==> config.mk <==
export PLATFORM = sky130hd
export DESIGN_NAME = microprocessor
export DESIGN_NICKNAME = d
export VERILOG_FILES = /design/src/rtl/microprocessor.sv
export SDC_FILE = /design/constraint.sdc
export NUM_CORES = 1
export LEC_CHECK = 0
export CORE_MARGIN = 4
export CORE_UTILIZATION = 40
export DETAILED_ROUTE_END_ITERATION = 10
export PLACE_DENSITY = 0.6
export REMOVE_ABC_BUFFERS = 1
export SLEW_MARGIN = 20
export SYNTH_ARGS = -nofsm -noshare
export SYNTH_HDL_FRONTEND = slang
export SYNTH_SLANG_ARGS = --single-unit
==> constraint.sdc <==
create_clock -name clk -period 45.1 [get_ports clk]
set_input_delay 9.02 -clock clk [delete_from_list [all_inputs] [get_ports clk]]
set_output_delay 9.02 -clock clk [all_outputs]
set_load 0.01 [all_outputs]
==> src/rtl/microprocessor.sv <==
// 16-bit registered ALU: eight unsigned operations per clock,
// result and carry/zero/div-by-zero flags registered together.
module microprocessor (
  input  logic        clk,
  input  logic        rst,
  input  logic [2:0]  Opcode,
  input  logic [15:0] A,
  input  logic [15:0] B,
  output logic [15:0] ALU_Result,
  output logic        carry,
  output logic        zero,
  output logic        div_by_zero
);

  localparam logic [2:0] OP_ADD = 3'b000;
  localparam logic [2:0] OP_SUB = 3'b001;
  localparam logic [2:0] OP_MUL = 3'b010;
  localparam logic [2:0] OP_DIV = 3'b011;
  localparam logic [2:0] OP_AND = 3'b100;
  localparam logic [2:0] OP_OR  = 3'b101;
  localparam logic [2:0] OP_XOR = 3'b110;
  localparam logic [2:0] OP_NOT = 3'b111;

  logic [15:0] result_d, result_q;
  logic        carry_d, carry_q;
  logic        zero_d, zero_q;
  logic        dbz_d, dbz_q;

  logic [16:0] sum;
  logic [16:0] diff;
  logic [31:0] prod;
  logic [15:0] quot;
  logic        b_zero;

  // Widened arithmetic so the top bit carries the flag directly.
  always_comb begin
    sum    = {1'b0, A} + {1'b0, B};
    diff   = {1'b0, A} - {1'b0, B};
    prod   = {16'h0, A} * {16'h0, B};
    b_zero = (B == 16'h0);
    quot   = b_zero ? 16'hFFFF : A / B;
  end

  // Select the operation result and its flags for this edge.
  always_comb begin
    result_d = 16'h0;
    carry_d  = 1'b0;
    dbz_d    = 1'b0;
    unique case (Opcode)
      OP_ADD: begin
        result_d = sum[15:0];
        carry_d  = sum[16];
      end
      OP_SUB: begin
        result_d = diff[15:0];
        carry_d  = diff[16];
      end
      OP_MUL: begin
        result_d = prod[15:0];
        carry_d  = |prod[31:16];
      end
      OP_DIV: begin
        result_d = quot;
        dbz_d    = b_zero;
      end
      OP_AND: result_d = A & B;
      OP_OR:  result_d = A | B;
      OP_XOR: result_d = A ^ B;
      OP_NOT: result_d = ~A;
      default: result_d = 16'h0;
    endcase
    zero_d = (result_d == 16'h0);
  end

  // Output register; reset wins over any operation on the same edge.
  always_ff @(posedge clk) begin
    if (rst) begin
      result_q <= 16'h0;
      carry_q  <= 1'b0;
      zero_q   <= 1'b0;
      dbz_q    <= 1'b0;
    end else begin
      result_q <= result_d;
      carry_q  <= carry_d;
      zero_q   <= zero_d;
      dbz_q    <= dbz_d;
    end
  end

  assign ALU_Result  = result_q;
  assign carry       = carry_q;
  assign zero        = zero_q;
  assign div_by_zero = dbz_q;

endmodule

=== Word level (Yosys, flattened, before mapping) ===
Index checks and enable logic that the tools add are counted.

* Flip-flop bits (word level): 19
* Input bits: 37
* Word-level logic and storage cells: 28

* Add/sub/neg operators: 2
* $mul: 1
* Divide/modulo/power cells: 1
* Equality and inequality tests: 7
* Mux-type cells: 3
* Bitwise operators: 5
* Reduce and logical (&&, ||, !) cells: 5

{| class="wikitable"
|+ Operator list
! cell !! number
|-
| 16-bit one-hot mux with 8 select lines || 1
|-
| 16-bit logical NOT || 2
|-
| 16-bit by 16-bit multiplier with 32-bit output || 1
|-
| 16-bit by 16-bit adder with 17-bit output || 1
|-
| 16-bit by 16-bit subtractor with 17-bit output || 1
|-
| 16-bit bitwise AND || 1
|-
| 16-bit by 16-bit divider with 16-bit output || 1
|-
| 16-bit 2-to-1 mux || 1
|-
| 16-bit inverter || 1
|-
| 16-bit OR || 1
|-
| 16-bit OR reduction || 1
|-
| 16-bit bitwise XOR || 1
|-
| 3-bit equality test (second input constant) || 4
|-
| 3-bit by 2-bit equality test with 1-bit output (second input constant) || 2
|-
| 3-bit by 1-bit equality test with 1-bit output (second input constant) || 1
|-
| 3-bit logical NOT || 1
|-
| 1-bit one-hot mux with 3 select lines || 1
|-
| 2-bit OR reduction || 1
|-
| 1-bit inverter || 1
|}

=== Logic depth before layout (Yosys ltp) ===
* Word-level depth: 4
* Gate-level depth with buffers: 133

=== Worst setup path before layout ===
Ideal clock, no wire load.

* Path type: input port to flip-flop
* Start point: input B[9]
* End point: register zero_q, in the netlist zero
* Library setup time: 73 ps
* Arrival: 35,463 ps
* Required time: 45,027 ps
* Setup slack: 9,565 ps
* Stages: 117
* Path buffers: 10
* Path through: inv_1 -> clkbuf_1 -> nand4_1 -> nor2_1 -> a21oi_1 -> ha_1 -> o21a_1 -> o21ai_0 -> or4_1 -> o21a_1 -> inv_1 -> ha_1 -> o211ai_1 -> a211o_1 -> or4_1 -> o31ai_1 -> ha_1 -> o21a_1 -> (+81 left out) -> clkbuf_1 -> o21ai_0 -> ha_1 -> o21a_1 -> o21a_1 -> o21bai_1 -> a31oi_1 -> a211o_1 -> clkbuf_1 -> mux2_2 -> ha_1 -> a2111oi_0 -> o21ai_0 -> a221oi_1 -> o21ai_0 -> or4b_1 -> or4_1 -> nor3b_2

* Cells in the longest elaborated chain, start to end: 4

{| class="wikitable"
|+ RTL lines
! what !! line !! text
|-
| start, declared || 8 || <nowiki>input logic [15:0] B,</nowiki>
|-
| 16-bit by 16-bit divider with 16-bit output / 16-bit logical NOT (equally long branches) || 41, 40 ||
|-
| 16-bit 2-to-1 mux || 41 || <nowiki>quot = b_zero ? 16'hFFFF : A / B;</nowiki>
|-
| 16-bit one-hot mux with 8 select lines * || 49 || <nowiki>unique case (Opcode)</nowiki>
|-
| 16-bit logical NOT * || 72 || <nowiki>zero_d = (result_d == 16'h0);</nowiki>
|-
| end signal, assigned || 85 || <nowiki>zero_q <= zero_d;</nowiki>
|-
| end, declared || 26 || <nowiki>logic zero_d, zero_q;</nowiki>
|}

Every way passes the cells marked *; elsewhere a longest branch is shown, timed or not.
A chain may end at the register's enable or synchronous reset.

=== Final worst setup path ===
Ends and elaborated chain as after synthesis.

==> impl_metrics.tcl <==
set metrics [dict create \
    outcome "finished, final reports clean" \
    antenna_found_initial 1 \
    final_cells 3008 \
    power_leakage_nw 9.27 \
    final_cell_mix "334 x nor2_1, 309 x inv_1, 291 x ha_1" \
    cpPeakStageDelay_ns 0.87 \
    p_sw_share_pct 57.9 \
    tightest_slew_ns 1.06 \
    vias 17900 \
    grt_overflow 0 \
    synth_edf_count 0 \
    start_util_pct 40.5 \
    grt_max_degree 41 \
    cts_sinks 19 \
    p_sw_mw 0.609 \
    p_comb_share_pct 96.1 \
    diodes 0 \
    rows 78 \
    end_kind "flop" \
    dpl.hpwl_microns 52300 \
    async_flop_share_pct 0 \
    fill_cells 4642 \
    post_cts_resize_count 0 \
    ys_seq_area_share_pct 2.07 \
    yosys-top-cells-area "fa_1 21%, ha_1 20%, nor2_1 6.8%" \
    cts.clk_slew.worst_paths_ns 0.08 \
    crit_path_start "B[9]" \
    crit_fanout 19 \
    worstPathRequired_ns 45.31 \
    htree_levels 1 \
    cts_buffers 3 \
    p_int_mw 0.442 \
    gp_congestion 0.970 \
    p_per_area_nw_per_um2 53.4 \
    drt-initial-drc-count 1348 \
    synth-warning-count 0 \
    worstSetupPathType "in2reg" \
    finalNetCount 2933 \
    wl_per_cell_microns 22.3 \
    ys_types 98 \
    slew_viol_final 0 \
    vdd_drop_max_mv 0.144 \
    cp-start-kind "input pin" \
    avgSynthCellArea_sq_um 7.62 \
    layout_commonest_cell "nor2_1" \
    drive_above_1_share_pct 4.98 \
    tns_ns 0 \
    slowest_stage "inv_1" \
    die_w_microns 223 \
    finalSetupViolCount 0 \
    grt_pass1_vias 18100 \
    min_path_cells 3 \
    post-cts-setup-buffers 0 \
    coreArea_sq_um 45500 \
    drc 0 \
    netlist.top_cell.by_area "fa_1" \
    cpMostUsedCell "ha_1" \
    synth_ff_type "dfxtp_1" \
    ant_nets 0 \
    grt_pass1_wl_microns 104000 \
    seqCellArea_sq_um 380 \
    rsz0062_at_grt "false" \
    die-area_sq_um 49500 \
    multi_input_area_sq_um 16500 \
    synth_area_sq_um 18400 \
    fin_crit_ns 41.25 \
    synthDominantCellAreaShare_pct 21.3 \
    clk_path_buf_depth 2 \
    cts_tree "done" \
    drv_cap 0 \
    portBuffers 55 \
    drt-total-wl_microns 67000 \
    synth-seq-cells 19 \
    worstHoldPathType "in2reg" \
    root_buffer "clkbuf_16" \
    placed_cells 3004 \
    ctsHoldBuffers 0 \
    holdCritStartpoint "rst" \
    maxSlewHeadroom_pct 27.7 \
    seq_power_share_pct 1.9 \
    ioPinCount 56 \
    viasPerCell 5.95 \
    track_usage_pct 26.4 \
    dr.pass1.iters 5 \
    worstPathArrival_ns 41.46 \
    syn_inst 2415 \
    fmax_ghz 0.0242 \
    timing.final.hold_violations 0 \
    p_clk_share_pct 2.0 \
    finalCritPeriodShare_pct 91.5 \
    area.growth.synth_to_final_pct 6.88 \
    die_h_microns 223 \
]
## synthesized netlist by cell type, drive strengths merged, types with 11 or more instances
cell type,instances
nand2b,15
o21ai,101
buf,27
o21bai,11
o31ai,16
a211o,12
a2111oi,11
fa,196
a31oi,23
o21a,38
or2,17
a211oi,20
o211ai,24
dfxtp,19
ha,291
a21o,50
mux2i,20
a21boi,15
nor3,59
clkbuf,75
or3,12
nand3,33
and2,15
nand2,198
inv,311
a21oi,149
nand4,15
nor2,334
mux2,17
xor2,36
nor2b,21
xnor2,62
## kinds of logic (layout without fill, tap and decap cells)
kind of cell | after synthesis | after routing | synth area share (%)
AOI/OAI and AO/OA | 575 | 575 | 21.5
xor gates and xnor gates | 98 | 98 | 4.66
adders and majority gates | 487 | 487 | 41.1
buffers and inverters | 420 | 413 | 8.70
DFF | 19 | 19 | 2.07
muxes | 43 | 43 | 2.86
and+or+nand+nor | 773 | 773 | 19.1
## worst paths after layout
check	end	slack [ns]
max	zero	3.85
min	ALU_Result[3]	9.53
## power groups by stage
stage,clock network [mW],logic (mW),registers [mW]
floorplan,0,0.746,0.0221
global placement,0,0.971,0.0209
detailed placement,0,0.996,0.0209
CTS,0.0209,1.00,0.0205
global route,0.0217,1.13,0.0208
finish,0.0206,1.01,0.0204
## layout make-up
| cell class | instances | area share (%) |
|---|---|---|
| Clock buffer | 3 | 0.382 |
| Clock inverter | 1 | 0.0254 |
| Inverter | 318 | 6.07 |
| Multi-Input combinational cell | 1976 | 83.6 |
| Sequential cell | 19 | 1.93 |
| Tap cell | 600 | 3.82 |
| Timing Repair Buffer | 91 | 4.17 |
## metrics by stage
stage / power (mW) / instance area (sq um) / worst slack (ns) / hold WS (ns) / utilization, %
floorplan: 0.768 / 18000 / 9.51 / 9.09 / -
global placement: 0.992 / 19600 / 4.90 / 9.76 / 43.1
detailed placement: 1.02 / 19600 / 3.68 / 9.77 / 43.1
CTS: 1.04 / 19700 / 3.91 / 9.53 / 43.2
global route: 1.17 / 19700 / 1.65 / 9.55 / 43.3
finish: 1.05 / 19700 / 3.85 / 9.53 / 43.3
## registers in the layout, summed over array words and instances, names as in the netlist
register	flops
zero	1
div_by_zero	1
ALU_Result	16
carry	1
## routing by layer
metal	part of all wire (%)	up-vias	global-route usage, %
met4	5.8	0	12.3
met1	41	8661	34.0
met3	7.2	189	2.91
met5	0	-	0
li1	-	8281	-
met2	46	767	44.6
## critical path: cells and delay by family
kind                       cells  cell delay [ns]
buffers and inverters          5             1.75
muxes                          5             2.09
AOI/OAI and AO/OA             62            17.84
and+or+nand+nor               19             6.13
adders and majority gates     15             4.56
Note: power is estimated with default switching activity, not from simulation.
